**config.mk**
```make
export PLATFORM = sky130hd
export DESIGN_NAME = musa_control_unit
export DESIGN_NICKNAME = d
export VERILOG_FILES = /design/src/rtl/musa_control_unit.sv
export SDC_FILE = /design/constraint.sdc
export NUM_CORES = 1
export LEC_CHECK = 0
export BUFFER_PORTS_ARGS = -buffer_cell sky130_fd_sc_hd__buf_2
export CAP_MARGIN = 20
export CORE_ASPECT_RATIO = 1.5
export CORE_UTILIZATION = 30
export CTS_CLUSTER_DIAMETER = 100
export CTS_CLUSTER_SIZE = 16
export DETAILED_ROUTE_END_ITERATION = 7
export GPL_ROUTABILITY_DRIVEN = 1
export MAX_ROUTING_LAYER = met4
export PLACE_DENSITY = 0.61
export SETUP_SLACK_MARGIN = 0.5
export SLEW_MARGIN = 5
export SYNTH_ARGS = -nofsm -noshare
export SYNTH_HDL_FRONTEND = slang
export SYNTH_SLANG_ARGS = --single-unit
```
**constraint.sdc**
```tcl
create_clock -name clk -period 1.6 [get_ports clk]
set_clock_uncertainty 0.15 [all_clocks]
set_input_delay 0.08 -clock clk [delete_from_list [all_inputs] [get_ports clk]]
set_output_delay 0.08 -clock clk [all_outputs]
set_load 0.1 [all_outputs]
```
**src/rtl/musa_control_unit.sv**
```systemverilog
// rtl/musa_control_unit.sv - multicycle control FSM for the MUSA core
module musa_control_unit #(
    parameter int DATA_WIDTH = 32
) (
    input  logic                  clk,
    input  logic                  rst,
    input  logic [DATA_WIDTH-1:0] instruction,
    input  logic                  instr_ready,
    input  logic                  mem_ready,
    output logic                  ir_write,
    output logic                  pc_write,
    output logic                  reg_dst,
    output logic                  mem_read,
    output logic                  mem_to_reg,
    output logic [2:0]            alu_op,
    output logic                  mem_write,
    output logic                  reg_write,
    output logic [1:0]            data_a_s,
    output logic [1:0]            data_b_s,
    output logic [2:0]            pc_src,
    output logic                  push,
    output logic                  pop,
    output logic                  flag_write,
    output logic                  halted
);

    localparam logic [5:0] OP_R_TYPE = 6'h00;
    localparam logic [5:0] OP_ADDI   = 6'h01;
    localparam logic [5:0] OP_SUBI   = 6'h02;
    localparam logic [5:0] OP_ANDI   = 6'h03;
    localparam logic [5:0] OP_ORI    = 6'h04;
    localparam logic [5:0] OP_LW     = 6'h05;
    localparam logic [5:0] OP_SW     = 6'h06;
    localparam logic [5:0] OP_CMP    = 6'h07;
    localparam logic [5:0] OP_JPC    = 6'h08;
    localparam logic [5:0] OP_BRFL   = 6'h09;
    localparam logic [5:0] OP_JR     = 6'h0A;
    localparam logic [5:0] OP_CALL   = 6'h0B;
    localparam logic [5:0] OP_RET    = 6'h0C;
    localparam logic [5:0] OP_HALT   = 6'h3F;

    typedef enum logic [2:0] {
        S_FETCH,
        S_DECODE,
        S_EXEC,
        S_MEM,
        S_WB,
        S_HALT
    } state_t;

    state_t     state_q;
    logic [5:0] opcode_q;

    // Only the opcode field is consumed; the rest of the word belongs to the datapath.
    logic instr_unused;
    assign instr_unused = ^instruction[DATA_WIDTH-7:0];

    // Opcodes that finish through a WB cycle (CMP uses WB only as its commit cycle).
    logic has_wb;
    assign has_wb = (opcode_q == OP_R_TYPE) || (opcode_q == OP_ADDI) ||
                    (opcode_q == OP_SUBI)   || (opcode_q == OP_ANDI) ||
                    (opcode_q == OP_ORI)    || (opcode_q == OP_CMP);

    // Sequencer: state and latched opcode, with next-state folded into the register block.
    always_ff @(posedge clk or posedge rst) begin
        if (rst) begin
            state_q  <= S_FETCH;
            opcode_q <= 6'h00;
        end else begin
            case (state_q)
                S_FETCH: begin
                    if (instr_ready) begin
                        opcode_q <= instruction[DATA_WIDTH-1 -: 6];
                        state_q  <= S_DECODE;
                    end
                end
                S_DECODE: state_q <= (opcode_q == OP_HALT) ? S_HALT : S_EXEC;
                S_EXEC: begin
                    if ((opcode_q == OP_LW) || (opcode_q == OP_SW)) begin
                        state_q <= S_MEM;
                    end else if (has_wb) begin
                        state_q <= S_WB;
                    end else begin
                        state_q <= S_FETCH;
                    end
                end
                S_MEM: begin
                    if (mem_ready) begin
                        state_q <= (opcode_q == OP_LW) ? S_WB : S_FETCH;
                    end
                end
                S_WB:    state_q <= S_FETCH;
                S_HALT:  state_q <= S_HALT;
                default: state_q <= S_FETCH;
            endcase
        end
    end

    // Control decode from state and latched opcode; reset forces every output low at once.
    always_comb begin
        ir_write   = 1'b0;
        pc_write   = 1'b0;
        reg_dst    = 1'b0;
        mem_read   = 1'b0;
        mem_to_reg = 1'b0;
        alu_op     = 3'b000;
        mem_write  = 1'b0;
        reg_write  = 1'b0;
        data_a_s   = 2'b00;
        data_b_s   = 2'b00;
        pc_src     = 3'b000;
        push       = 1'b0;
        pop        = 1'b0;
        flag_write = 1'b0;
        halted     = 1'b0;

        // Operand and next-PC selects are held from EXEC through the last state.
        if ((state_q == S_EXEC) || (state_q == S_MEM) || (state_q == S_WB)) begin
            case (opcode_q)
                OP_R_TYPE: begin
                    reg_dst = 1'b1; alu_op = 3'b010; data_a_s = 2'b10; data_b_s = 2'b01; pc_src = 3'b010;
                end
                OP_ADDI: begin alu_op = 3'b000; data_a_s = 2'b10; pc_src = 3'b010; end
                OP_SUBI: begin alu_op = 3'b001; data_a_s = 2'b10; pc_src = 3'b010; end
                OP_ANDI: begin alu_op = 3'b011; data_a_s = 2'b10; pc_src = 3'b010; end
                OP_ORI:  begin alu_op = 3'b100; data_a_s = 2'b10; pc_src = 3'b010; end
                OP_LW:   begin alu_op = 3'b000; data_a_s = 2'b10; pc_src = 3'b010; end
                OP_SW:   begin alu_op = 3'b000; data_a_s = 2'b10; pc_src = 3'b010; end
                OP_CMP: begin
                    alu_op = 3'b001; data_a_s = 2'b10; data_b_s = 2'b01; pc_src = 3'b010;
                end
                OP_JPC:  begin data_b_s = 2'b10; pc_src = 3'b100; end
                OP_BRFL: begin alu_op = 3'b101; data_a_s = 2'b10; pc_src = 3'b001; end
                OP_JR:   pc_src = 3'b001;
                OP_CALL: pc_src = 3'b001;
                OP_RET:  pc_src = 3'b000;
                default: pc_src = 3'b010;
            endcase
        end

        case (state_q)
            S_FETCH: ir_write = instr_ready;
            S_EXEC: begin
                flag_write = (opcode_q == OP_CMP);
                push       = (opcode_q == OP_CALL);
                pop        = (opcode_q == OP_RET);
                pc_write   = !has_wb && (opcode_q != OP_LW) && (opcode_q != OP_SW);
            end
            S_MEM: begin
                mem_read  = (opcode_q == OP_LW);
                mem_write = (opcode_q == OP_SW);
                pc_write  = (opcode_q == OP_SW) && mem_ready;
            end
            S_WB: begin
                reg_write  = (opcode_q != OP_CMP);
                mem_to_reg = (opcode_q == OP_LW);
                pc_write   = 1'b1;
            end
            S_HALT: begin
                pc_src = 3'b110;
                halted = 1'b1;
            end
            default: ;
        endcase

        if (rst) begin
            ir_write   = 1'b0;
            pc_write   = 1'b0;
            reg_dst    = 1'b0;
            mem_read   = 1'b0;
            mem_to_reg = 1'b0;
            alu_op     = 3'b000;
            mem_write  = 1'b0;
            reg_write  = 1'b0;
            data_a_s   = 2'b00;
            data_b_s   = 2'b00;
            pc_src     = 3'b000;
            push       = 1'b0;
            pop        = 1'b0;
            flag_write = 1'b0;
            halted     = 1'b0;
        end
    end

endmodule

```
==> run_results.csv <==
group,metric,value,unit
setup_path,required,1370,ps
detailed_routing,first_pass_iters,4,
final_layout,final_cells,219,
detailed_routing,remaining_drc_errors,0,
yosys,synth_cell_types,43,
run_status,status,"complete, but fails checks",
global_route,grt_start_max_net_pins,16,
yosys,synth-seq-area-share,0.2675,
setup_path,cp_slowest_cell,"or3b_4",
floorplan,die-area,3027,um2
setup_path,worstPathArrival,1840,ps
yosys,syn_area,842.1,um2
worst_hold_path,hold_path.class,"in -> reg",
setup_path,critical_path_class,"reg -> out",
global_route,grt_pass1_wl,4.947,mm
clock_network,root_buffer,"clkbuf_8",
global_route,overflow,0,
floorplan,rows,23,
clock_network,cts_tree,"built",
setup_path,end_kind,"primary output",
detailed_routing,drtIter0Drc,16,
worst_hold_path,hold_end,"state_q[2]$_DFFE_PP0P_",
run_status,violations,"negative setup slack",
setup_path,path_cells,"or3b_4 -> a21oi_4 -> buf_4 -> buf_4 -> nand2_4 -> a21oi_4 -> buf_12",
final_layout,drive_gt1_frac,0.7143,
power_and_ir_drop,ir_worst_vdd,1680,uV
clock_network,cts_buffers,3,
floorplan,start_util,0.3146,
setup_path,rrSetupSlack,-160,ps
setup_path,r2r-end,"opcode_q[4]$_DFFE_PP0P_",
setup_path,path_max_fanout,3,
sta,setup_slack,-472.0,ps
yosys,yosys_warnings,0,
sta,setup_violations,29,
yosys,syn_area_per_cell,8.255,um2
sta,rsz0062_at_grt,"true",
detailed_routing,wirelength,3.395,mm
yosys,ys_ff_latch,9,
yosys,synth_nets,138,
worst_hold_path,hold_depth,3,
global_route,grt_pass1_vias,1081,
placement,dp_hpwl,2.257,mm
placement,placement.io_buffers,29,
clock_network,cts_buffer_depth,2,
floorplan,core_area,2676,um2
yosys,synth_edf_count,0,
floorplan,die_height,66.89,um
final_layout,fin_nets,219,
setup_path,crit_buf_inv,3,
setup_path,critical-path-top-delay-family,"simple AND/OR/NAND/NOR gates",
clock_network,clkTransAtPathRegs,40,ps
detailed_routing,postRouteAntennaNets,0,
clock_network,clkLatencyLatePin,230,ps
sta,timing.hold.ws,115.0,ps
power_and_ir_drop,leakage,0.9136,nW
detailed_routing,wl_per_cell,15.50,um
sta,period_needed,2072,ps
sta,hold_viol,0,
worst_hold_path,hp-start,"mem_ready",
final_layout,syn_to_final_growth,157.1,%
global_route,grtUsageTotal,0.2371,
final_layout,diodes,0,
floorplan,die_x,45.26,um
yosys,synth-main-ff-cell,"dfrtp_1",
final_layout,fillCellCount,153,
global_route,antenna_found_initial,0,
sta,slew_violations,0,
floorplan,ios,57,
sta,timing.final.crit_share,1.295,
power_and_ir_drop,finalPower,0.003342,W
setup_path,reg2reg_from,"state_q[0]$_DFFE_PP0P_",
setup_path,startpoint_type,"flip-flop",
placement,place_inst,192,
detailed_routing,num_vias,1073,
clock_network,cts.sinks,9,
power_and_ir_drop,power_density,1544,nW/um2
setup_path,critPathMaxStageDelay,420,ps
setup_path,rr_worst_depth,6,
placement,place_congestion,0.8434,
clock_network,htreeDepth,1,
detailed_routing,via_per_inst,4.900,
sta,fmax,482.6,MHz
yosys,synth_cells,102,
yosys,synthArstFlopShare,1.000,
job,cap_violations,0,
-- cells in the mapped netlist, types with 2 or more instances --
cell type | n | area share
o22a_1 | 2 | 0.021
and4_1 | 2 | 0.021
nand3_1 | 4 | 0.024
nand2b_1 | 3 | 0.022
inv_1 | 3 | 0.013
clkbuf_1 | 4 | 0.018
nor4_1 | 2 | 0.015
mux2_2 | 6 | 0.080
nand2_1 | 8 | 0.036
nor2b_1 | 5 | 0.037
nor3_1 | 6 | 0.036
nor2_1 | 10 | 0.045
a21oi_1 | 4 | 0.024
o21ai_0 | 5 | 0.030
dfrtp_1 | 9 | 0.27
or3_1 | 2 | 0.015
-- placed cells by master, fill, tap and decap left out, drive strengths merged, types with 2 or more instances in the layout --
cell         count
a21oi            5
and4             2
buf             77
clkbuf           4
dfrtp            9
dlygate4sd3      7
inv              2
mux2             6
nand2            9
nand2b           3
nand3            4
nor2            10
nor2b            5
nor3             6
nor4             2
o21ai            5
o22a             2
or3              2
-- layout make-up --
class	instances	area [um2]	share of cell area
Multi-Input combinational cell	82	907.1	0.4191
Tap cell	37	46.29	0.02139
Inverter	3	15.01	0.006936
Timing Repair Buffer	84	925.9	0.4277
Clock buffer	4	45.04	0.02081
Sequential cell	9	225.2	0.1040
-- power by group --
| group | internal, W | switching (W) |
|---|---|---|
| combinational | 0.00124 | 0.00143 |
| clock | 0.000173 | 0.0000855 |
| sequential | 0.000332 | 0.0000773 |
| total | 0.00175 | 0.00160 |
-- cells by family (layout without fill, tap and decap cells) --
group / after synthesis / after routing / share of synthesized area
AO/OA/AOI/OAI: 19 / 19 / 0.1858
XOR/XNOR: 1 / 1 / 0.01040
buffers and inverters: 11 / 91 / 0.06388
flip-flops: 9 / 9 / 0.2675
multiplexers: 7 / 7 / 0.09212
other: 1 / 1 / 0.004453
AND/OR/NAND/NOR: 54 / 54 / 0.3760
-- per-stage QoR --
step           setup WS (ps)  TNS [ps]  utilization  area (um2)
2_1_floorplan         -962.4    -10340            -        1041
3_3_place_gp          -241.5     -2508       0.6391        1710
3_5_place_dp          -259.1     -3148       0.6391        1710
4_1_cts               -475.1     -7726       0.7569        2026
5_1_grt               -533.0    -10070       0.8088        2165
6_report              -472.0     -8569       0.8088        2165
-- repair_timing --
action | 4_1_cts | 5_1_grt
pin swaps | 14 | 11
hold buffers | 7 | 0
setup buffers | 7 | 9
setup endpoints to repair | 29 | 29
hold endpoints to repair | 15 | 0
resized for setup | 32 | 17
-- worst max path at each step --
stage                                 from     endpoint  slack [ps]  depth (start not counted)
floorplan           state_q[1]$_DFFE_PP0P_    pc_src[0]        -960                          5
global placement    state_q[0]$_DFFE_PP0P_    pc_src[0]        -240                          5
detailed placement  state_q[0]$_DFFE_PP0P_    pc_src[0]        -260                          5
CTS                 state_q[0]$_DFFE_PP0P_    alu_op[1]        -480                          5
global route        state_q[0]$_DFFE_PP0P_    pc_src[2]        -530                          6
finish              state_q[0]$_DFFE_PP0P_  data_b_s[0]        -470                          7
-- metal layers --
| metal | GRT usage | share of wire | vias up |
|---|---|---|---|
| met5 | - | 0 | - |
| met2 | 0.4565 | 0.62 | 34 |
| met3 | 0.02710 | 0.023 | 10 |
| met4 | 0.1250 | 0.029 | 0 |
| li1 | - | - | 527 |
| met1 | 0.2137 | 0.33 | 502 |
-- state kept, by name (all words and copies together), names as in the netlist --
register and count:
opcode_q 6, state_q 3
-- worst register-to-register path, cell delays in order, from the launching register on --
cell	delay, ps
dfrtp_1	370
buf_4	140
buf_12	140
nor4b_4	240
buf_4	160
buf_8	130
mux2_4	310
Power figures use the tool's default switching activity.
